**src/rtl/alu_arbiter.sv**
```systemverilog
// Two-port valid/ready arbiter in front of the shared combinational ALU, with a one-deep response buffer per port.
// Optional build macro ALU_ARB_FIXED_PRIO_EN gives port 0 strict priority instead of round-robin.
module alu_arbiter (
  input  logic        clk,
  input  logic        rst,
  input  logic        req0_valid,
  output logic        req0_ready,
  input  logic [31:0] req0_data1,
  input  logic [31:0] req0_data2,
  input  logic [3:0]  req0_ctrl,
  input  logic        req1_valid,
  output logic        req1_ready,
  input  logic [31:0] req1_data1,
  input  logic [31:0] req1_data2,
  input  logic [3:0]  req1_ctrl,
  output logic        resp0_valid,
  input  logic        resp0_ready,
  output logic [31:0] resp0_result,
  output logic        resp0_zero,
  output logic        resp0_err,
  output logic        resp1_valid,
  input  logic        resp1_ready,
  output logic [31:0] resp1_result,
  output logic        resp1_zero,
  output logic        resp1_err,
  output logic [31:0] alu_data1,
  output logic [31:0] alu_data2,
  output logic [3:0]  alu_ctrl,
  input  logic [31:0] alu_result,
  input  logic        alu_zero
);

  localparam logic [3:0] CTRL_ADD = 4'b0010;

  logic eligible0, eligible1;
  logic grant0, grant1;
  logic sup0, sup1;

  function automatic logic ctrl_supported(input logic [3:0] ctrl);
    case (ctrl)
      4'b0000, 4'b0001, 4'b0010, 4'b0110, 4'b0111, 4'b1100: return 1'b1;
      default: return 1'b0;
    endcase
  endfunction

  assign sup0 = ctrl_supported(req0_ctrl);
  assign sup1 = ctrl_supported(req1_ctrl);

  // A port may be served when its buffer is free or is being drained this same cycle.
  assign eligible0 = req0_valid & (~resp0_valid | resp0_ready);
  assign eligible1 = req1_valid & (~resp1_valid | resp1_ready);

`ifdef ALU_ARB_FIXED_PRIO_EN
  assign grant0 = ~rst & eligible0;
`else
  // last_grant holds the index of the most recently accepted port.
  logic last_grant;

  assign grant0 = ~rst & eligible0 & (~eligible1 | last_grant);
`endif
  assign grant1 = ~rst & eligible1 & ~grant0;

  assign req0_ready = grant0;
  assign req1_ready = grant1;

  always_comb begin
    alu_data1 = '0;
    alu_data2 = '0;
    alu_ctrl  = CTRL_ADD;
    if (grant0) begin
      alu_data1 = req0_data1;
      alu_data2 = req0_data2;
      alu_ctrl  = sup0 ? req0_ctrl : CTRL_ADD;
    end else if (grant1) begin
      alu_data1 = req1_data1;
      alu_data2 = req1_data2;
      alu_ctrl  = sup1 ? req1_ctrl : CTRL_ADD;
    end
  end

  // Unsupported codes are accepted but answered with a fixed error response.
  always_ff @(posedge clk) begin
    if (rst) begin
      resp0_valid  <= 1'b0;
      resp0_result <= '0;
      resp0_zero   <= 1'b0;
      resp0_err    <= 1'b0;
      resp1_valid  <= 1'b0;
      resp1_result <= '0;
      resp1_zero   <= 1'b0;
      resp1_err    <= 1'b0;
    end else begin
      if (grant0) begin
        resp0_valid  <= 1'b1;
        resp0_result <= sup0 ? alu_result : 32'd0;
        resp0_zero   <= sup0 ? alu_zero : 1'b1;
        resp0_err    <= ~sup0;
      end else if (resp0_ready) begin
        resp0_valid  <= 1'b0;
      end
      if (grant1) begin
        resp1_valid  <= 1'b1;
        resp1_result <= sup1 ? alu_result : 32'd0;
        resp1_zero   <= sup1 ? alu_zero : 1'b1;
        resp1_err    <= ~sup1;
      end else if (resp1_ready) begin
        resp1_valid  <= 1'b0;
      end
    end
  end

`ifndef ALU_ARB_FIXED_PRIO_EN
  always_ff @(posedge clk) begin
    if (rst) begin
      last_grant <= 1'b1;
    end else if (grant0) begin
      last_grant <= 1'b0;
    end else if (grant1) begin
      last_grant <= 1'b1;
    end
  end
`endif

endmodule

```
**config.mk**
```make
export PLATFORM = sky130hd
export DESIGN_NAME = alu_arbiter
export DESIGN_NICKNAME = d
export VERILOG_FILES = /design/src/rtl/alu_arbiter.sv
export SDC_FILE = /design/constraint.sdc
export NUM_CORES = 1
export LEC_CHECK = 0
export BUFFER_PORTS_ARGS = -buffer_cell sky130_fd_sc_hd__buf_2
export CAP_MARGIN = 30
export CORE_AREA = 2 2 124 126
export CTS_BUF_LIST = sky130_fd_sc_hd__clkbuf_16
export DETAILED_ROUTE_END_ITERATION = 8
export DIE_AREA = 0 0 126 128
export MAX_ROUTING_LAYER = met4
export PLACE_DENSITY_LB_ADDON = 0.2
export SETUP_SLACK_MARGIN = 0.2
export SYNTH_ARGS = -nofsm -noshare
export SYNTH_HDL_FRONTEND = slang
export SYNTH_SLANG_ARGS = --single-unit
```
**constraint.sdc**
```tcl
create_clock -name clk -period 2.8 [get_ports clk]
set_clock_uncertainty 0.15 [all_clocks]
set_input_delay 0.28 -clock clk [delete_from_list [all_inputs] [get_ports clk]]
set_output_delay 0.28 -clock clk [all_outputs]
set_load 0.01 [all_outputs]
```
==> results.txt, run 1 <==
- The run finished with clean final reports.
* Row cnt: 45
* Core box area: 14900 µm²
- In this run the cell area of the synthesized design comes to between 3000 and 4000 µm².
- No sink is reached through more buffers than the 2 on the longest clock path.
- Final WL: 15100 µm
- The min-delay analysis places its worst path in the category primary input to flop.
- The largest single stage delay on the critical path is approximately 480 ps.
* Buffer cell driving the clock tree root: sky130_fd_sc_hd__clkbuf_16
- The initial antenna violation count is 3.
* Max capacitance violation total: 0
- Cell chain of the critical path: nor2b_1 > o311ai_4 > nor2_4 > buf_12 > a22o_1 > buf_2
- Number of flip-flops and latches in the synthesized netlist: 71
* Area growth, synth to finish: 67.6%
* Vias in the first global route: 3370
- Average instance area after synthesis: 11.0 µm²
* Number of failing hold endpoints at the final stage: 0
* Count of yosys warnings during synthesis: 0
- In this run the tool buffered the top-level ports with 314 buffer cells.
* Number of enable-type register cells in the synthesized netlist: 0
- Critical Path RT: 2370 ps
- Global-route wire length before repair: 20600 µm
- Of the total synthesized cell area, the portion taken by XOR and XNOR cells is 0.00288.
- Most instantiated flip-flop cell in the synthesis netlist: sky130_fd_sc_hd__dfxtp_1
- Once placement finished, the instance area stood at 4780 µm².
- At the worst endpoint, the arrival time is roughly 2100 ps.
- By startpoint and endpoint, the worst setup path is classified as flop to output pin.
- Cell with the largest stage delay on the worst path: sky130_fd_sc_hd__o311ai_4
- Static Leakage: 2.76 nW
- Internal power comes to roughly 0.0021 W.
* Share of the synthesized area in the top cell type: 0.467
- In the finished design, the share of the clock period the worst path needs comes to 0.893.
- At the pin with the least slew margin, the transition time is 547 ps.
* Net Sw Frac: 0.262
- Once placement completed, the tool counted placed cells totaling roughly 760.
- Clock latency on the worst-skew pair, taken at its later pin, is about 330 ps.
- Counting the fill cells in the layout gives 1572.
- STA classifies the critical path endpoint as an output pin.
* Setup TNS Final: 0 ps
* Unrepaired setup endpoints after global routing: false
* Relative slew slack: 0.634
* DRC violation total after the first TritonRoute iteration: 138
- The floorplan step set the die width to 126 µm.
- The cell count after synthesis came out at 277.
* Summed area of non-filler cells in the final layout: 5100 µm²
* Max Fclk: around 0.40 GHz
- After detailed routing, the number of remaining DRC violations is 0.
- Of the total synthesized cell area, the portion taken by full adders, half adders and majority gates is 0.
* Sequential fraction of the synthesis area: 0.467
- roughly 320 I/O pins were placed.
- After detailed routing, the number of vias per cell comes to ~4.7.
- Across every metal layer, demand over resource in global routing totals 0.175.
* Chip Height: 128 µm
* Area taken by flip-flops and latches: 1420 µm²
- The HPWL after detailed placement is 12100 µm.
* Sequential group share of total power: 0.380
- Syn Nets: 452
* Compound-Gate Fraction of Synth Area: 0.412
- The netlist uses 27 different library cells.
- In this run the remaining antenna-violating nets after routing total 0.
- Setup slack closes at about 300 ps.
* Multi-input logic area: 1460 µm²
- Of the cells placed in the final design, the portion with a size suffix greater than 1 is 0.584.
- Clock tree synthesis inserted a total of 9 buffers.
* Number of H-tree levels: 3
* Total setup violations reported at the end of the flow: 0
- Summed over all instances, the cell type with the most area after synthesis is sky130_fd_sc_hd__dfxtp_1.
- Weighted congestion reported at the end of routability-driven placement: 0.865
- Largest family of logic cells by synthesized area: compound AO/OA/AOI/OAI gates
- In the final routed layout, each cell accounts on average for 19.4 µm.
- Of the total power, the clock network draws 0.422.
* Cell Pwr Density: 557 nW/µm²
* Post-place setup slack: approximately 480 ps
- Part of the power in combinational logic: 0.198
- TritonCTS built the clock tree.
* GRT overflow: 0
* Simple logic cell fraction of the synthesized area: 0.0563
- Fraction of registers with async set/reset: 0
- Summed over all nets, the switching power comes to roughly 0.00075 W.
* Power after layout: 0.00284 W
- Number of pins exceeding their max-slew limit in the final report: 0
- Multiplexer fraction of the synthesized cell area: 0
- By area the synthesized netlist is led by sky130_fd_sc_hd__dfxtp_1, sky130_fd_sc_hd__a22o_1, sky130_fd_sc_hd__buf_2.
- Non-Filler Instances: 775
- STA classifies the critical path startpoint as a flop.
* Min cycle time layout: around 2500 ps
- For this configuration, the core starts out at a cell density of 0.205.
- Die Outline Area: 16100 µm²
* Pin count of the biggest net entering global routing: 66
* Post-layout nets: 756
* Worst voltage drop across the vdd grid: between 0.3 and 0.4 mV
* Number of iterations in the first detailed-routing pass: 5
- Max FO, Critical Path: 65
- After clock tree synthesis, the clock-pin slew on the worst setup and hold paths is around 60 ps.
* Clock net sink count: 71
- Post-CTS repair changed the size of 0 cells.
- Number of vias after detailed routing: between 3000 and 4000
## worst max-delay path: cells and delay by family (launching register included)
family,cells,cell delay [ps]
AO/OA/AOI/OAI,2,800
buffers and inverters,2,350
flip-flops,1,310
AND/OR/NAND/NOR,2,220
## stage by stage
| stage | hold slack [ps] | util |
|---|---|---|
| final | 34.9 | 0.343 |
| after CTS | 17.0 | 0.343 |
| after global placement | 300 | 0.321 |
| after global routing | 18.4 | 0.343 |
| after detailed placement | 300 | 0.321 |
| after floorplan | 263 | - |
## per-layer routing
layer  global-route usage  part of all wire  routed length [µm]
met5                    -                 0                   0
met4               0.0420            0.0084                 127
met3               0.0447             0.071                1080
met2                0.291              0.50                7590
met1                0.215              0.42                6280
## Yosys cell counts, types with 2 or more instances
| master | n |
|---|---|
| sky130_fd_sc_hd__o21ai_0 | 2 |
| sky130_fd_sc_hd__nor2_1 | 4 |
| sky130_fd_sc_hd__inv_1 | 5 |
| sky130_fd_sc_hd__clkbuf_1 | 4 |
| sky130_fd_sc_hd__buf_2 | 19 |
| sky130_fd_sc_hd__nand2_1 | 2 |
| sky130_fd_sc_hd__nor2b_1 | 3 |
| sky130_fd_sc_hd__a22o_1 | 132 |
| sky130_fd_sc_hd__buf_6 | 5 |
| sky130_fd_sc_hd__nand2b_1 | 4 |
| sky130_fd_sc_hd__a21oi_1 | 5 |
| sky130_fd_sc_hd__nor4bb_1 | 2 |
| sky130_fd_sc_hd__nand3_1 | 3 |
| sky130_fd_sc_hd__nand3b_1 | 2 |
| sky130_fd_sc_hd__dfxtp_1 | 71 |
| sky130_fd_sc_hd__a31oi_1 | 2 |
| sky130_fd_sc_hd__nor3_1 | 2 |
## flip-flops by register name, indices dropped and copies added, names as in the netlist
register / flops
last_grant: 1
resp1_err: 1
resp1_result: 32
resp0_zero: 1
resp1_zero: 1
resp0_valid: 1
resp0_err: 1
resp1_valid: 1
resp0_result: 32
## what timing repair did
item / CTS / global route
setup endpoints to repair: 3 / 0
setup buffers: 1 / 0
hold buffers: 0 / 0
## final cells by class
| cell class | instances | share of cell area |
|---|---|---|
| tap | 188 | 0.0461 |
| clock buffer | 9 | 0.0442 |
| multi-input combinational | 172 | 0.286 |
| inverter | 6 | 0.00442 |
| timing repair buffer | 321 | 0.323 |
| antenna | 1 | 0.000491 |
| sequential | 71 | 0.279 |
| clock inverter | 7 | 0.0172 |
## logic make-up (layout without fill, tap and decap cells)
logic type                count (synthesis)  after routing
AOI/OAI and AO/OA                       144            144
xor gates and xnor gates                  1              1
and+or+nand+nor                          27             27
buffers and inverters                    34            343
other                                     0              1
DFF                                      71             71
## layout by cell type (no fill, tap or decap)
master,instances
sky130_fd_sc_hd__a21oi_1,5
sky130_fd_sc_hd__a22o_1,132
sky130_fd_sc_hd__a31oi_1,2
sky130_fd_sc_hd__and2_1,1
sky130_fd_sc_hd__and3_1,1
sky130_fd_sc_hd__buf_12,2
sky130_fd_sc_hd__buf_2,314
sky130_fd_sc_hd__buf_4,5
sky130_fd_sc_hd__bufinv_16,2
sky130_fd_sc_hd__clkbuf_16,9
sky130_fd_sc_hd__clkinv_1,3
sky130_fd_sc_hd__clkinv_4,1
sky130_fd_sc_hd__clkinvlp_4,1
sky130_fd_sc_hd__dfxtp_1,71
sky130_fd_sc_hd__diode_2,1
sky130_fd_sc_hd__inv_1,5
sky130_fd_sc_hd__inv_2,1
sky130_fd_sc_hd__nand2_1,2
sky130_fd_sc_hd__nand2b_1,4
sky130_fd_sc_hd__nand3_1,3
sky130_fd_sc_hd__nand3b_1,2
sky130_fd_sc_hd__nor2_1,1
sky130_fd_sc_hd__nor2_2,1
sky130_fd_sc_hd__nor2_4,2
sky130_fd_sc_hd__nor2b_1,3
sky130_fd_sc_hd__nor3_1,2
sky130_fd_sc_hd__nor3_4,2
sky130_fd_sc_hd__nor4_1,1
sky130_fd_sc_hd__nor4bb_1,2
sky130_fd_sc_hd__o211ai_2,1
sky130_fd_sc_hd__o21ai_0,2
sky130_fd_sc_hd__o311a_1,1
sky130_fd_sc_hd__o311ai_4,1
sky130_fd_sc_hd__xnor2_1,1
## power by group through the flow
stage          Clock, W  Combinational, W  Sequential, W
2_1_floorplan         0          0.000245        0.00112
3_3_place_gp          0          0.000568        0.00110
3_5_place_dp          0          0.000570        0.00110
4_1_cts         0.00124          0.000573        0.00108
5_1_grt         0.00128          0.000608        0.00108
6_report        0.00120          0.000563        0.00108
## path summary, 6_finish.rpt
check	startpoint	cells past startpoint	slack (ps)	to
setup reg to reg	resp0_valid	5	720	resp1_result[6]
hold reg to reg	resp0_err	2	310	resp0_err
setup / recovery	resp1_valid	6	300	alu_data2[24]
hold / removal	alu_result[19]	2	30	resp0_result[19]
No activity file was read; power rests on OpenSTA's default activity.
==> run 2: changes to the inputs <==
- ABC_AREA: default -> 1
- CORE_AREA: 2 2 124 126 -> 2 2 121 123
- DIE_AREA: 0 0 126 128 -> 0 0 123 125
==> run 2 against run 1 <==
Flip-flop and latch count unchanged. Power decreased by 0.88%. Synthesized area increased by 26%.
==> results.txt, run 2 <==
- Unrepaired setup endpoints after global routing: false
* Share of the synthesized area in the top cell type: 0.371 (-0.0959)
- Number of fillers in the final layout: 1588 (+1.0%)
* Syn Nets: 822 (+82%)
- Largest buffer count on any clock path: 2 (unchanged)
- TritonCTS Buffers: 9 (unchanged)
- Average instance area after synthesis: 5.92 µm² (-46%)
* Worst voltage drop across the vdd grid: 0.352 mV (+6.8%)
- The final count of negative-setup-slack endpoints came to 0 (unchanged).
* Number of buffers added for setup after CTS: 0 (-1)
- The synthesized cell area was 3830 µm² (+26%).
- Leading cell types in the layout, fill and taps excluded: sky130_fd_sc_hd__nand2_1, sky130_fd_sc_hd__buf_2, sky130_fd_sc_hd__nor2_1, sky130_fd_sc_hd__dfxtp_1, sky130_fd_sc_hd__inv_1
- Pin count of the biggest net entering global routing: 67 (+1.5%)
- The minimum hold slack is 4.45 ps (-30.4 ps).
- The core region area was 14200 µm² (-4.4%).
* Weighted congestion reported at the end of routability-driven placement: 0.896 (+3.6%)
- The number of rows in the core area came to 44 (-2.2%).
- The root buffer cell chosen for the clock tree is sky130_fd_sc_hd__clkbuf_16.
- The transition at the pin with the smallest max-transition slack was 424 ps (-124 ps).
- The via count of the first global-routing pass is 4452 (+32%).
- Most instantiated flip-flop cell in the synthesis netlist: sky130_fd_sc_hd__dfxtp_1
- Peak per-stage delay on the critical path: 310 ps (-170 ps)
- Detailed placement HPWL: 12000 µm (-1.0%)
* Count of mapped cells out of synthesis: 647 (+130%)
- Type of destination of the critical path: output pin
- Number of iterations in the first detailed-routing pass: 5 (unchanged)
* Fraction of registers with async set/reset: 0 (unchanged)
* Count of distinct cell types in the synthesized netlist: 19 (-30%)
- The number of design rule violations left after detail routing came to 0 (unchanged).
- For this design, the slowest cell found on the critical path is sky130_fd_sc_hd__dfxtp_1.
- The number of primary I/O pins came to 315 (unchanged).
* Most common cell in the netlist: sky130_fd_sc_hd__nand2_1
- Max Fclk: 0.423 GHz (+5.8%)
- The clock net sink count came to 71 (unchanged).
- Relative slew slack: 0.717 (+0.0829)
- DRT antenna net count: 0 (unchanged)
- The violation count after the first detailed-route iteration came to 217 (+57%).
* Number of pins exceeding their max-slew limit in the final report: 0 (unchanged)
- Setup TNS Final: 0 ps (unchanged)
* Sequential fraction of the synthesis area: 0.371 (-0.0959)
- Initial core utilization: 0.270 (+0.0648)
* Count of yosys warnings during synthesis: 0 (unchanged)
- Max capacitance violation total: 0 (unchanged)
* Number of vias after detailed routing: 4874 (+34%)
* Number of H-tree levels: 3 (unchanged)
- The total grt overflow is 0 (unchanged).
* Clock slew at reported path FFs: 60 ps (about the same)
- The die boundary height is 125 µm (-2.3%).
- Summed area of non-filler cells in the final layout: 5900 µm² (+16%)
- The initial antenna violation count came to 2 (-1).
- The cell area after placement came to 5540 µm² (+16%).
* Power after layout: 0.00281 W (-0.88%)
- Critical Path RT: 2370 ps (about the same)
* Arr. time, crit path: 1930 ps (-140 ps)
- The worst setup path is of the flop to output pin kind.
* Most frequent standard cell in the layout excluding fill and tap cells: sky130_fd_sc_hd__nand2_1
- In the post-synthesis netlist, the biggest area contributors are sky130_fd_sc_hd__dfxtp_1, sky130_fd_sc_hd__nand2_1, sky130_fd_sc_hd__nor2_1.
* Min cycle time layout: 2360 ps (-137 ps)
* Final period util: 0.845 (-0.0488)
- From synthesis to final layout, the design area changed by 54.0%.
- Via count normalized by instance count: 4.26 (-9.6%)
- The detailed-route wire length per cell was 13.9 µm (-29%).
- TritonCTS clock tree: done
- Number of input and output port buffers inserted: 314 (unchanged)
- The area of the die came to 15400 µm² (-4.7%).
- Run status: finished clean
* Number of failing hold endpoints at the final stage: 0 (unchanged)
- The worst setup path is launched from a flop.
* Number of flip-flops and latches in the synthesized netlist: 71 (unchanged)
- Post-layout nets: 1129 (+49%)
- The die width is 123 µm (-2.4%).
* List of most frequent post-synthesis cells: sky130_fd_sc_hd__nand2_1, sky130_fd_sc_hd__nor2_1, sky130_fd_sc_hd__dfxtp_1
* Cell with the most instances on the worst path: sky130_fd_sc_hd__nand2_1
- The worst hold path belongs to the class primary input to flop.
- Registers with the most flip-flops: resp0_result: 32 flops, resp1_result: 32 flops
- Most area-hungry cell type in the Yosys netlist: sky130_fd_sc_hd__dfxtp_1
* GRT Resource Usage Total: 0.206 (+0.0302)
* Later-pin clock latency in the skew report: 330 ps (about the same)
- Max FO, Critical Path: 20 (-69%)
* Share of final-layout standard cells stronger than drive strength 1: 0.367 (-0.217)
* Global-route wire length before repair: 23700 µm (+15%)
* Cell Pwr Density: 477 nW/µm² (-14%)
- Cell chain of the critical path: nand2_1 > nand3_4 > inv_2 > nand2_4 > nand2_4 > clkinv_2 > buf_4 > nand2_1 > nand2_1 > buf_2
- Number of enable-type register cells in the synthesized netlist: 0 (unchanged)
- The final routed wirelength across all metal layers was 15900 µm (+5.5%).
- Static Leakage: 3.58 nW (+30%)
## run 2: cell type report
cell class	count	area, µm²	area share
multi-input cells	480	1960	0.332
well taps	184	230	0.0390
flip-flops and latches	71	1420	0.241
diodes	2	5.00	0.000849
clock inverters	7	48.8	0.00827
inverters	57	218	0.0369
repair buffers	335	1790	0.303
clock buffers	9	225	0.0382
## run 2: per-stage QoR
step,cells,util,worst slack [ps]
final,1145,0.415,435
after CTS,1143,0.414,392
after global placement,1120,0.390,634
after floorplan,647,-,1070
after global routing,1145,0.415,270
after detailed placement,1120,0.390,673
## run 2: final timing paths
path                                       from                to  slack [ps]  depth (start not counted)
worst max register to register      resp1_valid  resp1_result[25]        1030                          9
worst min-delay path              alu_result[9]   resp1_result[9]           4                          3
worst min register to register  resp0_result[1]   resp0_result[1]         310                          2
worst max-delay path                resp0_valid     alu_data2[11]         440                         10
## run 2: critical path: cells and delay by family, from the launching register on
kind | cells | cell delay [ps]
simple gates | 6 | 470
flops | 1 | 310
buf+inv | 4 | 810
## run 2: metal layers
layer,vias up,GRT usage,share of wire
li1,2561,-,-
met1,2114,0.253,0.43
met2,180,0.329,0.47
met3,19,0.0543,0.085
met4,0,0.0608,0.015
met5,-,-,0
## run 2: power breakdown
group | switching (W) | total (W) | leakage [nW] | internal (W)
clock | 0.000464 | 0.00106 | 0.131 | 0.000601
combinational | 0.000390 | 0.000667 | 2.87 | 0.000276
sequential | 0.0000224 | 0.00108 | 0.579 | 0.00106
total | 0.000877 | 0.00281 | 3.58 | 0.00194
## run 2: cells by family after synthesis
family                 synth area share
and+or+nand+nor                   0.460
buffers and inverters             0.117
DFF                               0.371
AOI/OAI and AO/OA                0.0516
## run 2: timing repair
item | CTS | global route
hold buffers | 7 | 0
setup endpoints to repair | 0 | 2
endpoints found under the hold margin | 7 | 0
gates resized for setup | 0 | 2
==> run 3: changes to the inputs <==
- CORE_AREA: 2 2 121 123 -> 2 2 122 124
- DIE_AREA: 0 0 123 125 -> 0 0 124 126
- clock period: 2.8 -> 2.47 ns (I/O delays scaled with it)
==> run 3 against run 2 <==
Clock power up 32%. Wire length rose by 3.6%. Non-clock buffer count increased by 5. Via count is 0.47% lower. Cell area rose by 1.6%. First-iteration DRC count fell by 12%. Die area up 1.6%. Clock-buffer cell count unchanged. Largest power group is now the clock network.
==> results.txt, run 3 (synthesis results as in run 2) <==
- The number of nets with antenna violations after detailed routing was 0 (unchanged).
- Min cycle time layout: ~2100 ps
- The count of buffers added by post-CTS timing repair for setup is 0 (unchanged).
- The via-per-instance ratio is 4.21 (-1.1%).
- The worst setup path is of the flop to output pin kind.
- On the critical path, the stage with the largest delay is an instance of sky130_fd_sc_hd__dfxtp_1.
* Unrepaired setup endpoints after global routing: false
- The global-route usage over all layers is 0.207 (+0.00154).
- Cell Pwr Density: 565 nW/µm² (+18%)
- The core region area was 14300 µm² (+0.78%).
- The largest net degree at the start of global routing came to 47 (-30%).
- Largest buffer count on any clock path: 2 (unchanged)
- The max-cap check violation count came to 0 (unchanged).
- The final routed wirelength across all metal layers is 16500 µm (+3.6%).
* Leading cell types in the layout, fill and taps excluded: sky130_fd_sc_hd__nand2_1, sky130_fd_sc_hd__buf_2, sky130_fd_sc_hd__dfxtp_1
* TritonCTS clock tree: done
- Worst voltage drop across the vdd grid: 0.348 mV (-1.1%)
- The total grt overflow was 0 (unchanged).
- Max Fclk: 0.473 GHz
- The number of rows in the core area was 44 (unchanged).
- Grouping stages by cell kind, the critical path spends the most delay in simple AND/OR/NAND/NOR gates.
- Global-route wire length before repair: 24100 µm (+1.9%)
* Vias in the first global route: 4501 (+1.1%)
* Total setup violations reported at the end of the flow: 0 (unchanged)
- The combinational group share of total power was 0.224 (-0.013).
- Clock net sink count: 71 (unchanged)
- Power after layout: 0.00339 W (+20%)
- The number of design rule violations left after detail routing came to 0 (unchanged).
- Number of failing hold endpoints at the final stage: 0 (unchanged)
* Type of destination of the critical path: output pin
- Chip Height: 126 µm (+0.80%)
- The later-pin clock latency in the skew report is 330 ps (about the same).
* Sort of element at the start of the critical path: flop
* Power share of the clock group: 0.413 (+0.035)
- The leakage power came to 3.62 nW (+1.1%).
- The internal power of the cells is 0.00241 W (+24%).
- DRC violation total after the first TritonRoute iteration: 191 (-12%)
* Path category of the worst min-delay check: primary input to flop
- Most frequent standard cell in the layout excluding fill and tap cells: sky130_fd_sc_hd__nand2_1
- The largest stage delay on the critical path came to 310 ps (about the same).
- Of the available clock period, the critical path in the final layout requires 0.856.
- Number of iterations in the first detailed-routing pass: 4 (-1)
* Weighted congestion reported at the end of routability-driven placement: 0.853 (-4.8%)
- The number of input and output port buffers inserted was 314 (unchanged).
- Number of ports placed on the die boundary: 315 (unchanged)
- Net Sw Frac: 0.289 (-0.0221)
* Number of pins exceeding their max-slew limit in the final report: 0 (unchanged)
- The H-tree depth was 3 (unchanged).
* Share of final-layout standard cells stronger than drive strength 1: 0.366 (-0.000866)
- The area of the die came to 15600 µm² (+1.6%).
- The sequential share of power was 0.362 (-0.023).
- Die W: 124 µm (+0.81%)
- Wirelength per Cell: 14.3 µm (+2.9%)
- The buffer and inverter count on the worst path came to 1 (-3).
- The data required time at the worst endpoint came to 2070 ps (-300 ps).
- The initial standard-cell utilization of the core came to 0.267 (-0.00207).
- Setup TNS Final: 0 ps (unchanged)
- Run status: finished clean
- The maximum fanout count along the critical path is 5 (-75%).
- The TritonCTS buffer count came to 9 (unchanged).
- The number of nets in the finished design was 1134 (+0.44%).
- Walking the worst path, the cells encountered are nand2_1 > nand2_1 > nor2_1 > nor2_4 > nand2_1 > nor2_1 > nor2_1 > buf_2.
- The initial antenna violation count came to 4 (+2).
- The worst slew margin relative to its limit is 0.707 (-0.0100).
- Area growth, synth to finish: 56.5%
- The post-CTS clock slew at the launch and capture registers of the worst setup and hold paths is 60 ps (about the same).
* Detailed placement HPWL: 12700 µm (+6.1%)
- The arrival time at the worst endpoint is 1720 ps (-210 ps).
* Number of vias after detailed routing: 4851 (-0.47%)
* Registers with the most flip-flops: resp0_result: 32 flops, resp1_result: 32 flops
* Net Switching: 0.000980 W (+12%)
- Worst-margin pin slew: 439 ps (+15.5 ps)
- Buffer cell driving the clock tree root: sky130_fd_sc_hd__clkbuf_16
-- run 3: what timing repair did --
item | CTS | global route
endpoints found under the hold margin | 12 | 0
hold buffers | 12 | 0
gates resized for setup | 0 | 3
endpoints found under the setup margin | 0 | 14
-- run 3: per-stage QoR --
stage	setup slack [ps]	cells	util	hold WS (ps)	area [µm²]
floorplan	810	647	-	200	3830
global placement	613	1120	0.386	301	5530
detailed placement	600	1120	0.386	302	5530
CTS	279	1148	0.417	7.27	5970
global route	215	1152	0.419	45.3	5990
finish	356	1152	0.419	14.5	5990
-- run 3: layout make-up --
type                    instances  area [µm²]
clock inverters                 7        96.3
well taps                     184         230
flip-flops and latches         71        1420
inverters                      57         216
fillers                      1594        8320
clock buffers                   9         225
diodes                          4        10.0
multi-input cells             480        1960
repair buffers                340        1830
-- run 3: per-layer routing --
| layer | up-vias | track usage | routed length, µm |
|---|---|---|---|
| li1 | 2577 | - | - |
| met1 | 2075 | 0.251 | 7100 |
| met2 | 175 | 0.341 | 7800 |
| met3 | 24 | 0.0453 | 1220 |
| met4 | 0 | 0.0641 | 350 |
| met5 | - | - | 0 |
-- run 3: tightest hold or removal path: stages --
cell and delay [ps]:
sky130_fd_sc_hd__buf_2 90, sky130_fd_sc_hd__o21ai_0 80, sky130_fd_sc_hd__inv_1 50
-- run 3: path summary, 6_finish.rpt --
check             slack, ps                to  cells past startpoint        startpoint
hold / removal           10        resp0_zero                      3          alu_zero
setup reg to reg        910  resp0_result[21]                      7       resp1_valid
setup / recovery        360       alu_ctrl[1]                      8       resp1_valid
hold reg to reg         310  resp0_result[27]                      2  resp0_result[27]
-- run 3: power groups by stage --
stage                     Sequential [W]  Combinational [W]  Clock, W
final                            0.00123           0.000760   0.00140
after global routing             0.00123           0.000852   0.00149
after CTS                        0.00123           0.000766   0.00143
after detailed placement         0.00125           0.000747         0
after global placement           0.00125           0.000750         0
after floorplan                  0.00128           0.000354         0
